===== src/rtl/posit_accum_ctrl_pkg.sv =====
`default_nettype none
// +--------------------------------------------------------------------------+
// | posit_accum_ctrl_pkg : shared types and defaults for posit_accum_ctrl     |
// | Revision: 1.0                                                            |
// +--------------------------------------------------------------------------+
package posit_accum_ctrl_pkg;

   typedef enum logic [1:0] {
      S_IDLE = 2'd0,
      S_ACC  = 2'd1,
      S_WAIT = 2'd2,
      S_OUT  = 2'd3
   } state_e;

   localparam int DEF_N       = 8;
   localparam int DEF_STAGES  = 1;
   localparam int DEF_TIMEOUT = 4;
   localparam int DEF_CNT_W   = 16;

endpackage : posit_accum_ctrl_pkg
`default_nettype wire


===== src/rtl/posit_accum_ctrl.sv =====
`default_nettype none
// +--------------------------------------------------------------------------+
// | posit_accum_ctrl : sums a packet of posits through an external adder,     |
// | one dependent addition in flight at a time.   Revision: 1.0              |
// +--------------------------------------------------------------------------+
module posit_accum_ctrl
   import posit_accum_ctrl_pkg::*;
#(
   parameter int N       = DEF_N,
   parameter int STAGES  = DEF_STAGES,
   parameter int TIMEOUT = DEF_TIMEOUT,
   parameter int CNT_W   = DEF_CNT_W
) (
   input  logic             aclk,
   input  logic             reset,
   input  logic             in_valid,
   output logic             in_ready,
   input  logic [N-1:0]     in_data,
   input  logic             in_last,
   output logic             out_valid,
   input  logic             out_ready,
   output logic [N-1:0]     out_data,
   output logic [CNT_W-1:0] out_count,
   output logic             err,
   output logic             add_start,
   output logic [N-1:0]     add_in1,
   output logic [N-1:0]     add_in2,
   input  logic [N-1:0]     add_result,
   input  logic             add_done,
   input  logic             add_inf
);

   localparam logic [N-1:0] NAR  = {1'b1, {(N-1){1'b0}}};
   localparam logic [N-1:0] ZERO = '0;

   localparam int WAIT_W = $clog2(STAGES + TIMEOUT + 1);
   localparam int DRN_W  = $clog2(STAGES + 2);
   localparam logic [WAIT_W-1:0] WAIT_LIMIT = WAIT_W'(STAGES + TIMEOUT);
   localparam logic [DRN_W-1:0]  DRAIN_INIT = DRN_W'(STAGES + 1);

   state_e             state_q, state_d;
   logic [N-1:0]       acc_q,   acc_d;
   logic [CNT_W-1:0]   cnt_q,   cnt_d;
   logic               nar_q,   nar_d;
   logic               last_q,  last_d;
   logic [N-1:0]       in1_q,   in1_d;
   logic [N-1:0]       in2_q,   in2_d;
   logic               start_q, start_d;
   logic [WAIT_W-1:0]  wait_q,  wait_d;
   logic [DRN_W-1:0]   drain_q, drain_d;
   logic               err_q,   err_d;

   logic draining;
   logic accept;
   logic done_seen;

   // After reset the external adder may still deliver a pulse for an
   // operation this block has forgotten; the drain window swallows it.
   assign draining  = (drain_q != '0);
   assign in_ready  = ((state_q == S_IDLE) || (state_q == S_ACC)) && !draining;
   assign accept    = in_valid && in_ready;
   assign done_seen = add_done && !draining;

   always_comb begin
      state_d = state_q;
      acc_d   = acc_q;
      cnt_d   = cnt_q;
      nar_d   = nar_q;
      last_d  = last_q;
      in1_d   = in1_q;
      in2_d   = in2_q;
      start_d = 1'b0;
      wait_d  = wait_q;
      drain_d = drain_q;
      err_d   = err_q;

      if (draining) begin
         drain_d = drain_q - 1'b1;
      end

      case (state_q)
         S_IDLE: begin
            if (accept) begin
               acc_d   = in_data;
               cnt_d   = CNT_W'(1);
               nar_d   = (in_data == NAR);
               state_d = in_last ? S_OUT : S_ACC;
            end
         end
         S_ACC: begin
            if (accept) begin
               in1_d   = acc_q;
               in2_d   = in_data;
               start_d = 1'b1;
               last_d  = in_last;
               wait_d  = '0;
               state_d = S_WAIT;
            end
         end
         S_WAIT: begin
            if (done_seen) begin
               acc_d   = add_result;
               cnt_d   = (cnt_q == '1) ? cnt_q : cnt_q + 1'b1;
               nar_d   = nar_q || add_inf || (add_result == NAR);
               state_d = last_q ? S_OUT : S_ACC;
            end else if (wait_q == WAIT_LIMIT) begin
               err_d   = 1'b1;
               nar_d   = 1'b1;
               state_d = S_OUT;
            end else begin
               wait_d  = wait_q + 1'b1;
            end
         end
         S_OUT: begin
            if (out_ready) begin
               state_d = S_IDLE;
            end
         end
         default: begin
            state_d = S_IDLE;
         end
      endcase

      if (done_seen && (state_q != S_WAIT)) begin
         err_d = 1'b1;
      end
   end

   always_ff @(posedge aclk) begin
      if (reset) begin
         state_q <= S_IDLE;
         acc_q   <= ZERO;
         cnt_q   <= '0;
         nar_q   <= 1'b0;
         last_q  <= 1'b0;
         in1_q   <= ZERO;
         in2_q   <= ZERO;
         start_q <= 1'b0;
         wait_q  <= '0;
         drain_q <= DRAIN_INIT;
         err_q   <= 1'b0;
      end else begin
         state_q <= state_d;
         acc_q   <= acc_d;
         cnt_q   <= cnt_d;
         nar_q   <= nar_d;
         last_q  <= last_d;
         in1_q   <= in1_d;
         in2_q   <= in2_d;
         start_q <= start_d;
         wait_q  <= wait_d;
         drain_q <= drain_d;
         err_q   <= err_d;
      end
   end

   assign out_valid = (state_q == S_OUT);
   assign out_data  = nar_q ? NAR : acc_q;
   assign out_count = cnt_q;
   assign err       = err_q;
   assign add_start = start_q;
   assign add_in1   = in1_q;
   assign add_in2   = in2_q;

endmodule : posit_accum_ctrl
`default_nettype wire


===== config.mk =====
export PLATFORM = sky130hd
export DESIGN_NAME = posit_accum_ctrl
export DESIGN_NICKNAME = d
export VERILOG_FILES = /design/src/rtl/posit_accum_ctrl_pkg.sv /design/src/rtl/posit_accum_ctrl.sv
export SDC_FILE = /design/constraint.sdc
export NUM_CORES = 1
export LEC_CHECK = 0
export ABC_AREA = 1
export BUFFER_PORTS_ARGS = -buffer_cell sky130_fd_sc_hd__clkbuf_2
export CORE_MARGIN = 1
export CORE_UTILIZATION = 40
export DETAILED_ROUTE_END_ITERATION = 10
export HOLD_SLACK_MARGIN = 0.05
export PLACE_DENSITY = 0.72
export SLEW_MARGIN = 15
export SYNTH_ARGS = -nofsm -noshare
export SYNTH_HDL_FRONTEND = slang
export SYNTH_SLANG_ARGS = --single-unit

===== constraint.sdc =====
create_clock -name aclk -period 4.31 [get_ports aclk]
set_clock_uncertainty 0.1 [all_clocks]
set_input_delay 0.431 -clock aclk [delete_from_list [all_inputs] [get_ports aclk]]
set_output_delay 0.431 -clock aclk [all_outputs]
set_load 0.05 [all_outputs]

# == Word-level counts from Yosys, hierarchy flattened ==
# Cells that the tools add are included.
# word_totals
ff_bits,51
input_bits,23
word_cells,82
# classes
addsub,3
n_eq_ne,17
n_mux,28
n_bitwise,1
reduce_logical,22
# ops
operator,n
$mux 16,3
$pmux 16 s2,1
$mux 8,3
$add 16x1->16 const B,1
$eq 16x16->1 const B,1
$eq 8x8->1 const B,2
$pmux 8 s2,1
$mux 2,7
$ne 2x2->1 const B,7
$reduce_and 4->1,3
$reduce_bool 2->1,5
$mux 3,3
$reduce_and 3->1,3
$pmux 2 s4,1
$mux 1,7
$pmux 3 s2,1
$eq 2x2->1 const B,2
$logic_and 1x1->1,4
$ne 2x1->1 const B,2
$add 3x1->3 const B,1
$eq 3x3->1 const B,1
$logic_or 1x1->1,3
$ne 3x3->1 const B,1
$eq 2x1->1 const B,1
other kinds (7),7

# == Depth between registers and ports, before layout ==
# Gate-level depths: netlist (run 1).
# logic_depth
ltp_word,6
ltp_mapped,11
ltp_nobuf,11

# == Worst setup path before layout (run 1) ==
# No wires, ideal clock.
# synth_timing
path_kind,register -> register
startpoint,"reg cnt_q[1], in the netlist out_count[1]"
endpoint,"reg cnt_q[2], in the netlist out_count[2]"
setup_time_ns,0.067
arrival_time_ns,1.816
setup_slack_ns,2.327
path_stages_with_launch,11
path_buffers,1
cell_sequence,dfxtp_1 -> ha_1 -> nand2_1 -> inv_2 -> nand2_2 -> nor2_4 -> nand3_2 -> nand2_4 -> buf_6 -> nand2_1 -> a21oi_2
# synth_via
elab_chain_cells,4
word_cells_on_any_way,7
cone_classes,add/sub (1); eq/ne (2); mux (3); reduce/logical (1)
# synth_lines
item,line,source
from (decl),posit_accum_ctrl.sv:43,"logic [CNT_W-1:0] cnt_q, cnt_d;"
from (signal assigned),posit_accum_ctrl.sv:145,cnt_q <= cnt_d;
$add 16x1->16,posit_accum_ctrl.sv:103,cnt_d = (cnt_q == '1) ? cnt_q : cnt_q + 1'b1;
$mux 16,posit_accum_ctrl.sv:103,
$mux 16,posit_accum_ctrl.sv:101,if (done_seen) begin
$pmux 16 s2,posit_accum_ctrl.sv:81,case (state_q)
# Parallel ways exist; a longest one is shown, timed or not. The select of a mux whose other input is x is not followed.
# A chain may end at the register's enable or synchronous reset.

# == Final worst setup path (run 1) ==
# layout_timing
startpoint,reg state_q[0]
endpoint,reg nar_q
# layout_via
elab_chain_cells,6
word_cells_on_any_way,11
cone_classes,eq/ne (4); mux (1); reduce/logical (6)
# layout_lines
item,line,source
from (decl),posit_accum_ctrl.sv:41,"state_e state_q, state_d;"
from (signal assigned),posit_accum_ctrl.sv:143,state_q <= state_d;
$eq 2x1->1 / $logic_not 2->1 (equally long branches),"posit_accum_ctrl.sv:60, posit_accum_ctrl.sv:81",
$logic_or 1x1->1,posit_accum_ctrl.sv:60,assign in_ready = ((state_q == S_IDLE) || (state_q == S_ACC)) && !draining;
$logic_and 1x1->1,posit_accum_ctrl.sv:60,
$logic_and 1x1->1,posit_accum_ctrl.sv:61,assign accept = in_valid && in_ready;
$ne 2x2->1 (no source line),--,
$reduce_and 3->1 (no source line),--,
to (signal assigned),posit_accum_ctrl.sv:146,nar_q <= nar_d;
to (decl),posit_accum_ctrl.sv:44,"logic nar_q, nar_d;"
# Parallel ways exist; a longest one is shown, timed or not.

==> results of run 1 <==
-- worst reg2reg max path: cells and delay by family (launching register included) --
| kind | cells | cell delay, ps |
|---|---|---|
| compound gates | 2 | 170 |
| flops | 1 | 460 |
| buf+inv | 2 | 500 |
| simple gates | 4 | 960 |
-- cell families after synthesis --
group	Yosys count	share of synthesized area (%)
xor gates and xnor gates	1	0.3234
DFF	51	37.69
buffers and inverters	78	12.24
AOI/OAI and AO/OA	75	14.50
and+or+nand+nor	208	33.40
adders and majority gates	4	1.848
-- per-layer routing --
layer / vias up / GRT usage [%] / share of wire (%)
li1: 1425 / - / -
met1: 1238 / 25.32 / 47
met2: 78 / 31.89 / 46
met3: 6 / 3.048 / 5.8
met4: 0 / 4.859 / 0.77
met5: - / 0 / 0
-- power groups by stage --
stage / Clock [mW] / Combinational (mW) / Sequential (mW)
floorplan: 0 / 0.546 / 0.690
global placement: 0 / 0.738 / 0.607
detailed placement: 0 / 0.752 / 0.610
CTS: 0.290 / 0.755 / 0.599
global route: 0.314 / 0.834 / 0.610
finish: 0.284 / 0.749 / 0.600
-- sequential cells by signal, indices dropped and copies added (netlist names) --
name / flops
err: 1
acc_q: 8
add_start: 1
wait_q: 3
drain_q: 2
state_q: 2
add_in1: 8
out_count: 16
last_q: 1
add_in2: 8
nar_q: 1
-- metrics by stage --
stage | util, % | setup WS [ps] | power (mW) | area (um^2)
2_1_floorplan | - | 2327 | 1.236 | 2709
3_3_place_gp | 47.21 | 2150 | 1.346 | 3049
3_5_place_dp | 47.21 | 2086 | 1.362 | 3049
4_1_cts | 48.62 | 2058 | 1.644 | 3141
5_1_grt | 48.62 | 1770 | 1.757 | 3141
6_report | 48.62 | 2051 | 1.633 | 3141
-- cells in the mapped netlist (2+ instances only) --
library cell and count:
inv_2 8, a21oi_1 29, nand3_2 3, inv_1 53, buf_2 6, nand2_2 3, clkbuf_1 3, nand2_4 2
or2_2 3, dfxtp_1 51, buf_1 3, nor2_2 3, buf_6 3, nor3_1 2, nand3_1 38, o21ai_1 3
a21oi_2 2, nand4_1 4, o21ai_0 39, ha_1 4, nand2_1 85, nor2_1 64
-- worst max-delay path by stage --
stage	cells past startpoint	from	end
finish	8	state_q[0]	nar_q
global route	8	state_q[0]	nar_q
CTS	8	state_q[0]	nar_q
detailed placement	8	state_q[0]	nar_q
global placement	8	state_q[0]	nar_q
floorplan	10	out_count[1]	out_count[2]
-- area by class of cell --
cell class                      instances  area (um^2)
Timing Repair Buffer                   67        337.8
Sequential cell                        51         1021
Clock inverter                          1        8.758
Clock buffer                            6        82.58
Multi-Input combinational cell        288         1356
Inverter                               62        237.7
Tap cell                               77        96.34
Fill cell                             682         3318
==> metrics.md, run 1 <==
| Metric | Value |
|---|---|
| Outcome | `finished with violations` |
| Failing checks | `DRC` |
| Total negative slack | `0 ps` |
| Final wirelength | `6618 um` |
| Async set-reset flop share out of synthesis | `0%` |
| I/O Buffers | `66` |
| Crit-path max cell delay | `670 ps` |
| Max FO, Critical Path | `30` |
| Synthesized area per cell | `6.496 um^2` |
| RePlAce Congestion | `0.8538` |
| Worst slew pin tran | `903.2 ps` |
| HP Class | `input port to flip-flop` |
| Grt ovf | `0` |
| Ys Warns | `0` |
| Capture point of the worst reg-to-reg path | `nar_q` |
| Startpoint Class | `flip-flop` |
| Deepest clock path buffer count | `2` |
| Commonest non-fill, non-tap cells in the layout | `85 x nand2_1, 66 x clkbuf_2, 64 x nor2_1, 53 x inv_1, 51 x dfxtp_1` |
| RSZ-0062 raised after global routing | `no` |
| Worst Path Buf+Inv | `2` |
| Post-CTS Setup Repair Bufs | `0` |
| Total of max-cap violations | `0` |
| Initial core utilization | `41.94%` |
| Maximum vdd drop | `232.1 uV` |
| Die Area | `7105 um^2` |
| Largest net degree at the start of global routing | `31` |
| P_leak | `1.521 nW` |
| Flops & latches, synth | `51` |
| Commonest non-fill, non-tap cell in the layout | `nand2_1` |
| Clock net sink count | `51` |
| Seq/Total Area, Yosys | `37.69%` |
| Worst reg2reg path startpoint | `state_q[0]` |
| Reg power frac | `36.8%` |
| DRT antenna net count | `0` |
| CP arrival | `2400 ps` |
| Wire per inst | `11.99 um` |
| Syn Inst Count | `417` |
| R2R depth | `8` |
| Internal power | `869.3 uW` |
| Hold WS | `250.8 ps` |
| Final hold vios | `0` |
| CTS tree | `yes` |
| Fin cells | `552` |
| Fraction of layout cells with a size suffix above 1 | `21.26%` |
| Net Sw Power | `763.4 uW` |
| Initial antenna violation count | `0` |
| Crit-path cells | `inv_2, nand2_1, inv_1, nand2_1, nor2_1, o21ai_0, nand3_1, a21oi_1` |
| Post-Syn Area | `2709 um^2` |
| Setup-failing EPs final | `0` |
| Synth Flop Type | `dfxtp_1` |
| Ranking of synthesized cells by area | `dfxtp_1 38%, nand2_1 12%, nor2_1 8.9%, inv_1 7.3%, o21ai_0 7.2%` |
| Worst EP required | `4450 ps` |
| Drt via density | `4.976` |
| GRT Util Overall | `18.95%` |
| Post-synth EDFFs | `0` |
| Hold Path Sink | `last_q` |
| Die height | `84.29 um` |
| Fraction of power spent switching nets | `46.76%` |
| Clock root buffer | `clkbuf_8` |
| Clock-pin slew on the worst setup and hold paths | `90 ps` |
| Vias | `2747` |
| Global-route wire length before repair | `11130 um` |
| Die Width | `84.29 um` |
| Most frequent CP cell | `nand2_1` |
| Clk Latency, worst-skew pair | `300 ps` |
| Worst Setup Path Type | `flip-flop to flip-flop` |
| R2r setup slk | `2050 ps` |
| Vias in the first global route | `2470` |
| Area Growth Syn to Fin | `15.94%` |
| Synthesized Nets | `444` |
| Synth top area share | `37.69%` |
| Rel. slew slack | `39.64%` |
| DRC viols | `6` |
| Fin nets | `502` |
| Pwr Density | `519.9 nW/um^2` |
| Hold Path Cell Cnt | `3` |
| Max H-tree Level | `2` |
| CP Capture Type | `flip-flop` |
| Initial DRC Count | `170` |
| Core area | `6459 um^2` |
| Crit-path leading delay family | `simple AND/OR/NAND/NOR gates` |
| Slew Limit Fails | `0` |
| Number of CTS-inserted buffers | `5` |
| Largest area contributor in the netlist | `dfxtp_1` |
| N_diodes | `0` |
| Logic gate share of total power | `45.9%` |
| Post_cts resized | `0` |
| Io pins | `67` |
| Number of core rows | `29` |
| Worst hold start | `in_last` |
| FMAX | `442.7 MHz` |
| Final HPWL DP | `4925 um` |
| Cells after DPL | `545` |
| Slowest cell on crit path | `nand2_1` |
| Cts hold-fix bufs | `0` |
| Post-synth cell types | `28` |
| Clock Power Share | `17.4%` |
| Min Tclk post-route | `2259 ps` |
| Initial DRT Pass Iterations | `8` |
| Tcrit/Tclk final | `52.41%` |
Power figures use the tool's default switching activity.
==> inputs of run 2 (changes only) <==
- ABC_AREA: 1 -> 0
- clock period: 4.31 -> 2.3 ns (I/O delays scaled with it)
==> metrics.md, run 2 <==
| Metric | Value |
|---|---|
| Outcome | `finished, final reports clean (was finished with violations)` |
| R2R depth | `5 (was 8)` |
| Fraction of layout cells with a size suffix above 1 | `25.40% (was 21.26%)` |
| Total of max-cap violations | `0 (unchanged)` |
| CTS tree | `yes (unchanged)` |
| CP Capture Type | `flip-flop (unchanged)` |
| DRC viols | `0 (was 6)` |
| Io pins | `67 (unchanged)` |
| Seq/Total Area, Yosys | `40.76% (was 37.69%)` |
| Number of CTS-inserted buffers | `5 (unchanged)` |
| Clk Latency, worst-skew pair | `300 ps (about the same)` |
| Wire per inst | `14.80 um (was 11.99 um)` |
| P_leak | `1.205 nW (was 1.521 nW)` |
| Total Power | `2.470 mW (was 1.633 mW)` |
| Final hold vios | `0 (unchanged)` |
| Area Growth Syn to Fin | `21.43% (was 15.94%)` |
| Post-synth EDFFs | `0 (unchanged)` |
| Pwr Density | `812.0 nW/um^2 (was 519.9 nW/um^2)` |
| Synth top area share | `40.76% (was 37.69%)` |
| Synthesized Nets | `341 (was 444)` |
| Total negative slack | `0 ps (unchanged)` |
| Vias in the first global route | `2286 (was 2470)` |
| Grt ovf | `0 (unchanged)` |
| Worst Setup Path Type | `flip-flop to flip-flop (unchanged)` |
| CP arrival | `2150 ps (was 2400 ps)` |
| Post-CTS Setup Repair Bufs | `0 (unchanged)` |
| Hold Path Cell Cnt | `3 (unchanged)` |
| Clock net sink count | `51 (unchanged)` |
| Drt via density | `5.698 (was 4.976)` |
| Async set-reset flop share out of synthesis | `0% (unchanged)` |
| Final HPWL DP | `4796 um (was 4925 um)` |
| Worst slew pin tran | `480.3 ps (was 903.2 ps)` |
| Slew Limit Fails | `0 (unchanged)` |
| Largest net degree at the start of global routing | `32 (was 31)` |
| RePlAce Congestion | `0.8339 (was 0.8538)` |
| Vias | `2581 (was 2747)` |
| Max H-tree Level | `2 (unchanged)` |
| Synth top cells by count | `59 x nand2_1, 51 x dfxtp_1, 24 x a21oi_1 (was 85 x nand2_1, 64 x nor2_1, 53 x inv_1)` |
| Max FO, Critical Path | `9 (was 30)` |
| Max reg flops | `16 (unchanged)` |
| Global-route wire length before repair | `10920 um (was 11130 um)` |
| Final wirelength | `6704 um (was 6618 um)` |
| N_diodes | `0 (unchanged)` |
| Tcrit/Tclk final | `89.06% (was 52.41%)` |
| Ys Warns | `0 (unchanged)` |
| Flops & latches, synth | `51 (unchanged)` |
| Post-synth cell types | `52 (was 28)` |
| Die Width | `81.14 um (was 84.29 um)` |
| Deepest clock path buffer count | `2 (unchanged)` |
| FMAX | `488.2 MHz (was 442.7 MHz)` |
| # fillers | `609 (was 682)` |
| Die Area | `6583 um^2 (was 7105 um^2)` |
| GRT Util Overall | `21.48% (was 18.95%)` |
| Largest area contributor in the netlist | `dfxtp_1 (unchanged)` |
| I/O Buffers | `66 (unchanged)` |
| Initial antenna violation count | `0 (unchanged)` |
| Maximum vdd drop | `440.4 uV (was 232.1 uV)` |
| Initial core utilization | `41.81% (was 41.94%)` |
| Syn Inst Count | `314 (was 417)` |
| Ranking of synthesized cells by area | `dfxtp_1 41%, nand2_1 8.8%, a21oi_1 4.8%, a311oi_1 3.5%, nor2_1 3.3% (was dfxtp_1 38%, nand2_1 12%, nor2_1 8.9%, inv_1 7.3%, o21ai_0 7.2%)` |
| Min Tclk post-route | `2048 ps (was 2259 ps)` |
| DRT antenna net count | `0 (unchanged)` |
| Die height | `81.14 um (was 84.29 um)` |
| RSZ-0062 raised after global routing | `no (unchanged)` |
| Initial DRT Pass Iterations | `4 (was 8)` |
| Setup-failing EPs final | `0 (unchanged)` |
| Util after Layout | `50.77% (was 48.62%)` |
| Post-Syn Area | `2505 um^2 (was 2709 um^2)` |
| Synth Flop Type | `dfxtp_1 (unchanged)` |
| Post_cts resized | `0 (unchanged)` |
| Core area | `5991 um^2 (was 6459 um^2)` |
| Startpoint Class | `flip-flop (unchanged)` |
| Commonest non-fill, non-tap cell in the layout | `clkbuf_2 (was nand2_1)` |
| Number of core rows | `28 (was 29)` |
| Count leader, synth | `nand2_1 (unchanged)` |
| HP Class | `input port to flip-flop (unchanged)` |
| Fin nets | `405 (was 502)` |
| Hold WS | `88.24 ps (was 250.8 ps)` |
| Synthesized area per cell | `7.977 um^2 (was 6.496 um^2)` |
| Worst EP required | `2410 ps (was 4450 ps)` |
| Clock root buffer | `clkbuf_8 (unchanged)` |
| Commonest non-fill, non-tap cells in the layout | `66 x clkbuf_2, 59 x nand2_1, 49 x dfxtp_1, 24 x a21oi_1, 22 x nor2_1 (was 85 x nand2_1, 66 x clkbuf_2, 64 x nor2_1, 53 x inv_1, 51 x dfxtp_1)` |
| Clock-pin slew on the worst setup and hold paths | `100 ps (was 90 ps)` |
| Rel. slew slack | `67.68% (was 39.64%)` |
| Initial DRC Count | `142 (was 170)` |
## run 2: repair_timing
action	CTS	global route
hold buffers	1	0
hold endpoints to repair	1	0
endpoints found under the setup margin	0	0
## run 2: kinds of logic (layout without fill, tap and decap cells)
group           Yosys count  in the layout  share of synthesized area (%)
flops                    51             51                          40.76
compound gates           78             78                          20.23
simple gates            150            150                          31.07
xor+xnor                  1              1                         0.3497
fa+ha+maj                 4              4                          1.998
mux                       2              2                         0.8491
buf+inv                  28             92                          4.745
## run 2: area by class of cell
cell class,count,area (um^2),share of cell area (%)
multi-input cells,235,1365,44.88
repair buffers,79,430.4,14.15
well taps,75,93.84,3.085
clock inverters,2,37.54,1.234
clock buffers,5,68.82,2.262
flip-flops and latches,51,1023,33.65
inverters,6,22.52,0.7404
## run 2: metal layers
| layer | track usage (%) | part of all wire [%] | vias up |
|---|---|---|---|
| met1 | 27.99 | 46 | 1192 |
| met3 | 4.607 | 7.5 | 9 |
| met2 | 35.38 | 45 | 112 |
| li1 | - | - | 1268 |
| met5 | 0 | 0 | - |
| met4 | 6.429 | 1.2 | 0 |
## run 2: final timing paths
check	from	slack [ps]	endpoint
max	out_count[0]	250	out_count[13]
min	add_result[6]	90	acc_q[6]
max reg2reg	out_count[0]	250	out_count[13]
min reg2reg	add_in1[4]	360	add_in1[4]
## run 2: per-stage QoR
stage	area [um^2]	instances	setup WS, ps
finish	3042	453	251.7
floorplan	2507	314	78.39
global placement	2925	445	382.0
CTS	3042	453	286.4
global route	3042	453	162.4
detailed placement	2925	445	302.5
## run 2: power by group
| part | switching (mW) | internal, mW |
|---|---|---|
| clock network | 0.303 | 0.318 |
| registers | 0.0789 | 0.965 |
| logic | 0.543 | 0.261 |
## run 2: critical path, stage by stage (launching register included)
cell and delay (ps):
dfxtp_2 390, ha_1 240, nand4_1 210, or4_4 640
and4_4 200, a31o_1 170
